`src/rtl/line_engine_arbiter.sv`:
```
// rtl/line_engine_arbiter.sv - round-robin arbiter sharing one line engine between two requesters
module line_engine_arbiter #(
  parameter int COORD_W = 8,
  parameter int TIMEOUT = 1024,
  parameter int CNT_W   = 16
) (
  input  logic                 clk,
  input  logic                 n_rst,
  input  logic                 req0,
  input  logic [4*COORD_W-1:0] coord0,
  input  logic                 req1,
  input  logic [4*COORD_W-1:0] coord1,
  output logic                 gnt0,
  output logic                 gnt1,
  output logic                 done0,
  output logic                 done1,
  output logic                 err,
  output logic                 busy,
  output logic                 eng_draw_en,
  output logic [COORD_W-1:0]   eng_x0,
  output logic [COORD_W-1:0]   eng_y0,
  output logic [COORD_W-1:0]   eng_x1,
  output logic [COORD_W-1:0]   eng_y1,
  input  logic                 eng_draw_done
);

  typedef enum logic [1:0] {
    IDLE    = 2'd0,
    DRAW    = 2'd1,
    RELEASE = 2'd2
  } state_t;

  state_t               state_q;
  state_t               state_d;
  logic [4*COORD_W-1:0] coord_q;
  logic [CNT_W-1:0]     cnt_q;
  logic                 owner_q;
  logic                 last_q;
  logic                 timed_q;
  logic                 winner;
  logic                 timeout_hit;
  logic                 in_draw;
  logic                 in_release;

  // On a tie the requester that was not served last wins; otherwise the lone requester.
  assign winner      = (req0 && req1) ? ~last_q : ~req0;
  assign timeout_hit = (cnt_q == CNT_W'(TIMEOUT - 1));

  always_ff @(posedge clk or negedge n_rst) begin
    if (!n_rst) begin
      state_q <= IDLE;
    end else begin
      state_q <= state_d;
    end
  end

  always_comb begin
    state_d = state_q;
    case (state_q)
      IDLE:    if (req0 || req1) state_d = DRAW;
      DRAW:    if (eng_draw_done || timeout_hit) state_d = RELEASE;
      RELEASE: state_d = IDLE;
      default: state_d = IDLE;
    endcase
  end

  always_ff @(posedge clk or negedge n_rst) begin
    if (!n_rst) begin
      coord_q <= '0;
      cnt_q   <= '0;
      owner_q <= 1'b0;
      last_q  <= 1'b1;
      timed_q <= 1'b0;
    end else begin
      case (state_q)
        IDLE: begin
          if (req0 || req1) begin
            owner_q <= winner;
            last_q  <= winner;
            coord_q <= winner ? coord1 : coord0;
            cnt_q   <= '0;
            timed_q <= 1'b0;
          end
        end
        DRAW: begin
          cnt_q <= cnt_q + 1'b1;
          // A done arriving on the last allowed cycle is a normal completion.
          if (!eng_draw_done && timeout_hit) timed_q <= 1'b1;
        end
        default: ;
      endcase
    end
  end

  assign in_draw    = (state_q == DRAW);
  assign in_release = (state_q == RELEASE);

  assign gnt0        = in_draw && !owner_q;
  assign gnt1        = in_draw && owner_q;
  assign done0       = in_release && !owner_q;
  assign done1       = in_release && owner_q;
  assign err         = in_release && timed_q;
  assign busy        = in_draw || in_release;
  assign eng_draw_en = in_draw;

  assign eng_x0 = in_draw ? coord_q[0*COORD_W +: COORD_W] : '0;
  assign eng_y0 = in_draw ? coord_q[1*COORD_W +: COORD_W] : '0;
  assign eng_x1 = in_draw ? coord_q[2*COORD_W +: COORD_W] : '0;
  assign eng_y1 = in_draw ? coord_q[3*COORD_W +: COORD_W] : '0;

endmodule
```
`config.mk`:
```
export PLATFORM = sky130hd
export DESIGN_NAME = line_engine_arbiter
export DESIGN_NICKNAME = d
export VERILOG_FILES = /design/src/rtl/line_engine_arbiter.sv
export SDC_FILE = /design/constraint.sdc
export NUM_CORES = 1
export LEC_CHECK = 0
export CAP_MARGIN = 40
export CORE_ASPECT_RATIO = 0.5
export CORE_UTILIZATION = 45
export CTS_CLUSTER_SIZE = 12
export DETAILED_ROUTE_END_ITERATION = 12
export PLACE_DENSITY = 0.82
export SLEW_MARGIN = 20
export SYNTH_ARGS = -nofsm -noshare
export SYNTH_HDL_FRONTEND = slang
export SYNTH_SLANG_ARGS = --single-unit
```
`constraint.sdc`:
```
create_clock -name clk -period 5.6 [get_ports clk]
set_clock_uncertainty 0.15 [all_clocks]
set_input_delay 1.68 -clock clk [delete_from_list [all_inputs] [get_ports clk]]
set_output_delay 1.68 -clock clk [all_outputs]
set_load 0.02 [all_outputs]
```
Word-level counts from Yosys, hierarchy flattened

Index checks and enable logic that the tools add are counted.

Output and inout port bits: 39
Register bits after elaboration: 53

Bitwise gates (word level): 2
Equal/unequal tests: 6
Muxes and demuxes: 14
Reductions and logical operators: 18
Add/subtract/negate cells: 1

Operators with widths:

| kind                                                               | number |
|---|---|
| 32-bit 2-to-1 mux                                                  | 1 |
| 8-bit 2-to-1 mux                                                   | 4 |
| 16-bit case mux with 2 select lines                                | 1 |
| 16-bit by 1-bit adder with 16-bit output (second input constant)   | 1 |
| 16-bit by 10-bit == test with 1-bit output (second input constant) | 1 |
| 16-bit 2-to-1 mux                                                  | 1 |
| 1-bit logical AND                                                  | 7 |
| 2-bit AND reduction                                                | 3 |
| 2-bit 2-to-1 mux                                                   | 2 |
| 2-bit by 1-bit != test with 1-bit output (second input constant)   | 2 |
| 2-bit case mux with 2 select lines                                 | 1 |
| 1-bit logical OR                                                   | 3 |
| 1-bit 2-to-1 mux                                                   | 3 |
| 3-bit AND reduction                                                | 1 |
| 2-bit by 1-bit == test with 1-bit output (second input constant)   | 1 |
| 2-bit == test (second input constant)                              | 1 |
| 1-bit logical NOT                                                  | 2 |
| 2-bit logical NOT                                                  | 1 |
| 2-bit != test (second input constant)                              | 1 |
| 1-bit NOT                                                          | 2 |
| 1-bit case mux with 2 select lines                                 | 1 |
| 2-bit nonzero test                                                 | 1 |

Depth between registers and ports, before layout

Gate-level depths: netlist (run 1).

Depth after elaboration: 4
Depth in mapped cells: 7
Mapped depth without buffers: 6

Worst setup path before layout (run 1)

No wires, ideal clock.

Path type: register to output
Start point: register state_q[1]
End point: output eng_x0[3]
Arrival time: 1.604 ns
Data required time: 3.770 ns
Stages on the path, launching flop included: 6
Path slack: 2.166 ns
Buffers on the path: 2
Path through: dfrtp_1 -> inv_1 -> ha_1 -> clkbuf_1 -> clkbuf_1 -> and2_1

Longest elaborated chain between the ends: 2

RTL lines:

| what                                     | line | text |
|---|---|---|
| from (decl)                              | 33   | `state_t state_q;` |
| from (signal assigned)                   | 53   | `state_q <= state_d;` |
| 2-bit by 1-bit == test with 1-bit output | 95   | `assign in_draw = (state_q == DRAW);` |
| net eng_draw_en                          | 19   | `output logic eng_draw_en,` |
| 8-bit 2-to-1 mux                         | 106  | `assign eng_x0 = in_draw ? coord_q[0*COORD_W +: COORD_W] : '0;` |
| to (decl)                                | 20   | `output logic [COORD_W-1:0] eng_x0,` |

The timed path passes the listed nets, and every way through them passes these cells.

Worst setup path in the final report (run 1)

Start point: register state_q[1]
End point: output eng_y1[0]

Longest elaborated chain between the ends: 2

RTL lines:

| what                                     | line | text |
|---|---|---|
| 2-bit by 1-bit == test with 1-bit output | 95   |  |
| 8-bit 2-to-1 mux                         | 109  | `assign eng_y1 = in_draw ? coord_q[3*COORD_W +: COORD_W] : '0;` |
| to (decl)                                | 23   | `output logic [COORD_W-1:0] eng_y1,` |

Every way passes these cells.

==> results of run 1 <==
power by group through the flow:
stage | combinational (mW) | sequential (mW) | clock, mW
floorplan | 0.520 | 0.581 | 0
global placement | 0.831 | 0.596 | 0
detailed placement | 0.862 | 0.609 | 0
CTS | 0.867 | 0.602 | 0.305
global route | 0.950 | 0.621 | 0.324
finish | 0.873 | 0.601 | 0.297
cells by family after synthesis:
logic type / synth area share [%]
XOR/XNOR: 1.54
AO/OA/AOI/OAI: 11.1
buffers and inverters: 3.31
flip-flops: 46.8
multiplexers: 13.3
adder cells (fa/ha/maj): 2.64
AND/OR/NAND/NOR: 21.4
flip-flops by register name, indices dropped and copies added (netlist names):
register	cells
cnt_q	16
coord_q	32
last_q	1
owner_q	1
state_q	2
timed_q	1
critical path, delay by kind of cell (launching register included):
kind                     cells  cell delay (ns)
adder cells (fa/ha/maj)      1             0.55
AND/OR/NAND/NOR              1             0.19
flip-flops                   1             0.40
buffers and inverters        3             1.11
routing by layer:
layer	up-vias	GRT usage [%]	routed length, microns
met1	1172	26.1	2950
met5	-	0	0
li1	1225	-	-
met2	50	42.8	3720
met4	0	7.24	121
met3	16	4.71	210
placed cells by master (no fill, tap or decap), types with 2 or more instances in the layout:
master           instances
clkdlybuf4s50_1        106
dfrtp_1                 52
o21ai_0                 41
nand2_1                 37
and2_1                  35
mux2i_1                 32
nor2_1                   9
a21oi_1                  8
inv_1                    7
or3_1                    6
ha_1                     6
nand4_1                  5
xnor2_1                  5
clkbuf_16                5
buf_4                    5
nand3_1                  4
or4_1                    3
mux2_2                   3
clkbuf_1                 3
nor2b_1                  2
mux2_1                   2
o21ai_4                  2
nor4_1                   2
nor3_1                   2
cell usage after synthesis (2+ instances only):
| master | instances | share of area, % |
|---|---|---|
| clkbuf_1 | 14 | 1.9 |
| nand3_1 | 4 | 0.71 |
| o21ai_0 | 43 | 7.6 |
| nand2_1 | 37 | 4.9 |
| nor3_1 | 2 | 0.35 |
| mux2_1 | 2 | 0.79 |
| xnor2_1 | 5 | 1.5 |
| a21oi_1 | 8 | 1.4 |
| or3_1 | 6 | 1.3 |
| ha_1 | 6 | 2.6 |
| inv_1 | 7 | 0.93 |
| nand4_1 | 5 | 1.1 |
| or4_1 | 3 | 0.79 |
| buf_2 | 3 | 0.53 |
| nor4_1 | 2 | 0.44 |
| nor2b_1 | 2 | 0.44 |
| dfrtp_1 | 52 | 46 |
| mux2i_1 | 32 | 11 |
| nor2_1 | 9 | 1.2 |
| and2_1 | 35 | 7.7 |
| mux2_2 | 3 | 1.2 |
path summary, 6_finish.rpt:
| kind | end | cells after the start |
|---|---|---|
| worst max-delay path | eng_y1[0] | 5 |
| worst min-delay path | coord_q[11] | 2 |
| worst max register to register | cnt_q[14] | 7 |
| worst min register to register | coord_q[11] | 2 |
| max in group asynchronous | coord_q[4] | 2 |
| min in group asynchronous | cnt_q[5] | 2 |
through the flow:
step | total power [mW] | worst slack (ns)
3_5_place_dp | 1.47 | 1.52
2_1_floorplan | 1.10 | 2.17
4_1_cts | 1.77 | 1.24
6_report | 1.77 | 1.25
5_1_grt | 1.90 | 1.08
3_3_place_gp | 1.43 | 1.60
final cells by class:
cell class / count / share of cell area, %
multi-input cells: 216 / 34.5
flip-flops and latches: 53 / 31.8
repair buffers: 113 / 27.1
clock buffers: 8 / 3.27
well taps: 88 / 2.64
inverters: 7 / 0.630
==> summary.md, run 1 <==
| Metric | Value |
|---|---|
| Hold_sp | `coord_q[11]` |
| First-pass GRT wire length | `11.6 mm` |
| Int Pwr | `1.09 mW` |
| Pins Over Slew Limit | `0` |
| Post-DP Area | `0.00400 sq mm` |
| Port Buf Inserts | `107` |
| P_sw | `679 uW` |
| Final min period | `4.35 ns` |
| Grt ovf | `0` |
| Die H | `58.2 microns` |
| Seq pwr share | `33.9%` |
| CP startpoint kind | `flop` |
| Routed WL | `7.00 mm` |
| Critical Path RT | `3.77 ns` |
| CP Max Fanout | `24` |
| Worst Setup Path Type | `flop to output pin` |
| Nets@finish | `471` |
| Final core area utilization | `68.6%` |
| GPL Wtd Cong | `0.797` |
| Max-cap violation count | `0` |
| Hold Crit Class | `flop to flop` |
| First DRT Iteration DRCs | `104` |
| Layout area overhead | `46.9%` |
| Syn nets | `368` |
| EDFF count, synth | `0` |
| Async S/R FF share, synth | `100%` |
| Endpoints failing setup | `0` |
| Top_reg_cell synth | `dfrtp_1` |
| Ratio of cells with drive above 1 in the final layout | `5.79%` |
| Syn Area/Cell | `9.69 sq um` |
| Slew Limit Headroom | `54.6%` |
| Post-Syn Instances | `293` |
| Die ar. | `0.00665 sq mm` |
| Die Wd | `114 microns` |
| Max Root-Sink Buffers | `2` |
| Initial antenna violation count | `0` |
| Ports | `108` |
| CP endpoint kind | `output pin` |
| CP max stage delay | `0.62 ns` |
| Final period util | `77.8%` |
| Crit-path slowest cell | `clkdlybuf4s50_1` |
| CTS H-tree lvls | `2` |
| Vias per inst | `5.08` |
| Register area | `0.00133 sq mm` |
| Power share of the clock group | `16.8%` |
| Post-CTS sizing | `0` |
| Max IR drop VDD | `0.204 mV` |
| Largest net degree at the start of global routing | `68` |
| Tot GR Track Use | `22.6%` |
| Antenna violation net count after detailed routing | `0` |
| Sw Ratio | `38.3%` |
| R2R Setup Slk | `2.61 ns` |
| Starting Density | `46.7%` |
| Final hold violation count | `0` |
| CTS Buf Count | `5` |
| RSZ-0062 raised after global routing | `false` |
| Clock sink total | `53` |
| WL per Instance | `14.4 microns` |
| CP Data Arrival Time | `2.52 ns` |
| Combinational share of power | `49.3%` |
| Post-Layout Cell Count | `485` |
| Area of the multi-input gates | `0.00144 sq mm` |
| DR DRC count | `0` |
| Core area | `0.00608 sq mm` |
| TritonCTS clock tree | `yes` |
| Synth Warn # | `0` |
| Fin area | `0.00417 sq mm` |
| Latest clock arrival within the worst-skew pair | `0.29 ns` |
| Number of diodes | `0` |
| Seq/Total Area, Yosys | `46.8%` |
| Placed cells | `475` |
| Pwr/cell area | `425 mW/mm^2` |
| RR Startpoint | `state_q[1]` |
| Clk slew on worst S/H paths | `0.06 ns` |
| Synthesized area | `0.00284 sq mm` |
| Leak Pwr | `1.81 nW` |
| WHS | `0.324 ns` |
| Row count | `20` |
| Filler Cell Count | `479` |
| Synth Register Bits | `53` |
| DP Wirelength | `5.17 mm` |
| Fin Setup TNS | `0 ns` |
| Via count | `2463` |
| Cts hold-fix bufs | `0` |
| Cell breakdown of the critical path | `inv_1 > ha_1 > buf_4 > and2_1 > clkdlybuf4s50_1` |
| Vias in the first global route | `2508` |
| Run status | `complete, no violations` |
| Setup bufs post-CTS | `0` |
| Crit path launch | `state_q[1]` |
| Drt pass-1 iters | `4` |
| Worst-Margin Slew | `0.681 ns` |
| CTS Root Cell | `clkbuf_16` |
| Yosys cell types | `34` |
| Fmax | `230 MHz` |
(Power assumes the default switching activity.)
==> run 2: changes to the inputs <==
--- a/config.mk
+++ b/config.mk
@@ -7,10 +7,10 @@
 export LEC_CHECK = 0
 export CAP_MARGIN = 40
 export CORE_ASPECT_RATIO = 0.5
-export CORE_UTILIZATION = 45
+export CORE_UTILIZATION = 44
 export CTS_CLUSTER_SIZE = 12
 export DETAILED_ROUTE_END_ITERATION = 12
-export PLACE_DENSITY = 0.82
+export PLACE_DENSITY = 0.8
 export SLEW_MARGIN = 20
 export SYNTH_ARGS = -nofsm -noshare
 export SYNTH_HDL_FRONTEND = slang
==> constraint.sdc (replaced) <==
create_clock -name clk -period 4.19 [get_ports clk]
set_clock_uncertainty 0.15 [all_clocks]
set_input_delay 1.257 -clock clk [delete_from_list [all_inputs] [get_ports clk]]
set_output_delay 1.257 -clock clk [all_outputs]
set_load 0.02 [all_outputs]
==> run 2 against run 1 <==
  * Combinational power up 33%
  * Utilization is 0.31 points lower
  * Register-to-register slack got worse by 1.1 ns
  * Die area grew 2.2%
==> summary.md, run 2 (synthesis results as in run 1) <==
| Metric | Value |
|---|---|
| Run status | `complete, no violations (unchanged)` |
| Routed WL | `7.25 mm (was 7.00 mm)` |
| WL per Instance | `15.0 microns (was 14.4 microns)` |
| Ports | `108 (unchanged)` |
| Area of the multi-input gates | `0.00144 sq mm (unchanged)` |
| Die Wd | `116 microns (was 114 microns)` |
| Top flop regs | `coord_q x32, cnt_q x16, state_q x2 (unchanged)` |
| Antenna violation net count after detailed routing | `0 (unchanged)` |
| Worst Setup Path Type | `flop to output pin (unchanged)` |
| Bufs and invs on worst path | `3 (unchanged)` |
| Hold Crit Endpoint | `coord_q[11] (unchanged)` |
| Grt ovf | `0 (unchanged)` |
| CP endpoint kind | `output pin (unchanged)` |
| Worst-Margin Slew | `0.728 ns (was 0.681 ns)` |
| Pwr/cell area | `584 mW/mm^2 (was 425 mW/mm^2)` |
| First DRT Iteration DRCs | `98 (was 104)` |
| Cell breakdown of the critical path | `inv_1 > ha_1 > buf_4 > and2_1 > clkdlybuf4s50_1 (unchanged)` |
| GPL Wtd Cong | `0.753 (was 0.797)` |
| Latest clock arrival within the worst-skew pair | `0.29 ns (about the same)` |
| Starting Density | `46.1% (was 46.7%)` |
| Initial antenna violation count | `0 (unchanged)` |
| Register area | `0.00133 sq mm (unchanged)` |
| CP Data Arrival Time | `2.16 ns (was 2.52 ns)` |
| Layout area overhead | `48.1% (was 46.9%)` |
| FF-to-FF path depth | `7 (unchanged)` |
| CTS H-tree lvls | `2 (unchanged)` |
| Setup bufs post-CTS | `0 (unchanged)` |
| Largest register FFs | `32 (unchanged)` |
| Post-CTS sizing | `0 (unchanged)` |
| Most frequent cells in the layout | `106 x clkdlybuf4s50_1, 52 x dfrtp_1, 41 x o21ai_0 (unchanged)` |
| Most common cell after layout, fill and taps aside | `clkdlybuf4s50_1 (unchanged)` |
| DP Wirelength | `5.22 mm (was 5.17 mm)` |
| Fmax | `280 MHz` |
| RSZ-0062 raised after global routing | `false (unchanged)` |
| Die ar. | `0.00680 sq mm (was 0.00665 sq mm)` |
| Max Root-Sink Buffers | `2 (unchanged)` |
| Endpoints failing setup | `0 (unchanged)` |
| Slew Limit Headroom | `51.3% (was 54.6%)` |
| Via count | `2472 (was 2463)` |
| Crit-path slowest cell | `clkdlybuf4s50_1 (unchanged)` |
| RR Startpoint | `state_q[1] (unchanged)` |
| Filler Cell Count | `471 (was 479)` |
| Final period util | `85.2%` |
| Row count | `20 (unchanged)` |
| Top Family by Delay on Critical Path | `buffers and inverters (unchanged)` |
| Max-cap violation count | `0 (unchanged)` |
| Ratio of cells with drive above 1 in the final layout | `6.31% (was 5.79%)` |
| Hold Crit Class | `flop to flop (unchanged)` |
| Drt pass-1 iters | `4 (unchanged)` |
| CTS Buf Count | `5 (unchanged)` |
| R2R Setup Slk | `1.52 ns (was 2.61 ns)` |
| TritonCTS clock tree | `yes (unchanged)` |
| Core area | `0.00616 sq mm (was 0.00608 sq mm)` |
| Port Buf Inserts | `107 (unchanged)` |
| Final hold violation count | `0 (unchanged)` |
| CTS Root Cell | `clkbuf_16 (unchanged)` |
| Tot GR Track Use | `22.7% (was 22.6%)` |
| Nets@finish | `470 (was 471)` |
| Final min period | `3.57 ns` |
| Number of diodes | `0 (unchanged)` |
| CP startpoint kind | `flop (unchanged)` |
| Hold Path Depth | `2 (unchanged)` |
| Critical Path RT | `2.78 ns (was 3.77 ns)` |
| Cts hold-fix bufs | `0 (unchanged)` |
| Fin Setup TNS | `0 ns (unchanged)` |
| Largest register by flop count | `coord_q (unchanged)` |
| Clk slew on worst S/H paths | `0.07 ns (was 0.06 ns)` |
| CP Max Fanout | `42 (was 24)` |
| First-pass GRT wire length | `11.8 mm (was 11.6 mm)` |
| Worst r2r dst | `cnt_q[12] (was cnt_q[14])` |
| Leak Pwr | `1.82 nW (was 1.81 nW)` |
| Final core area utilization | `68.3% (was 68.6%)` |
| CP max stage delay | `0.62 ns (about the same)` |
| DR DRC count | `0 (unchanged)` |
| Die H | `58.8 microns (was 58.2 microns)` |
| Max IR drop VDD | `0.246 mV (was 0.204 mV)` |
| Vias per inst | `5.11 (was 5.08)` |
| Clock sink total | `53 (unchanged)` |
| Pins Over Slew Limit | `0 (unchanged)` |
| Largest net degree at the start of global routing | `43 (was 68)` |
| Hold_sp | `coord_q[11] (unchanged)` |
| Vias in the first global route | `2543 (was 2508)` |
==> run 2: cell types whose count changed in the layout (fill, tap and decap cells not counted), sizes merged <==
cell | before | now
bufinv | 0 | 1
clkbuf | 8 | 6
buf | 7 | 6
clkinvlp | 0 | 1
==> run 2: how the worst max path moves through the flow <==
stage	startpoint	end	slack, ns	depth (start not counted)
2_1_floorplan	state_q[1]	eng_x0[3]	1.18	5
3_3_place_gp	req0	last_q	0.79	4
3_5_place_dp	req0	cnt_q[12]	0.67	5
4_1_cts	state_q[1]	eng_y1[3]	0.62	5
5_1_grt	state_q[1]	eng_y1[0]	0.52	5
6_report	state_q[1]	eng_y1[0]	0.62	5
==> run 2: area by class of cell <==
type / instances / area share, %
tap: 88 / 2.62
clock inverter: 2 / 0.893
inverter: 7 / 0.625
timing repair buffer: 112 / 26.7
multi-input combinational: 216 / 34.3
clock buffer: 6 / 3.30
sequential: 53 / 31.6
==> run 2: routing by layer <==
| metal | part of all wire [%] | track usage [%] | routed length [microns] | vias to the layer above |
|---|---|---|---|---|
| li1 | - | - | - | 1212 |
| met1 | 41 | 25.2 | 2960 | 1200 |
| met2 | 55 | 44.5 | 3980 | 43 |
| met3 | 2.3 | 3.91 | 168 | 17 |
| met4 | 2.0 | 7.79 | 148 | 0 |
| met5 | 0 | 0 | 0 | - |
==> run 2: through the flow <==
step	total power [mW]	hold WS, ns	area [sq um]	setup slack, ns	std cells
6_report	2.46	0.329	4200	0.622	484
5_1_grt	2.61	0.353	4200	0.519	484
2_1_floorplan	1.47	0.292	2840	1.18	293
3_3_place_gp	1.91	0.304	3990	0.794	474
3_5_place_dp	1.97	0.317	4020	0.674	475
4_1_cts	2.47	0.332	4200	0.619	483
==> run 2: worst register-to-register path: cells and delay by family (launching register included) <==
| family | cells | cell delay, ns |
|---|---|---|
| flops | 1 | 0.41 |
| fa+ha+maj | 1 | 0.17 |
| buf+inv | 2 | 0.47 |
| simple gates | 3 | 1.23 |
| compound gates | 1 | 0.17 |
==> run 2: power breakdown <==
part | leakage (nW) | internal, mW | switching, mW
registers | 0.676 | 0.701 | 0.111
logic | 1.06 | 0.529 | 0.636
clock network | 0.0831 | 0.298 | 0.181
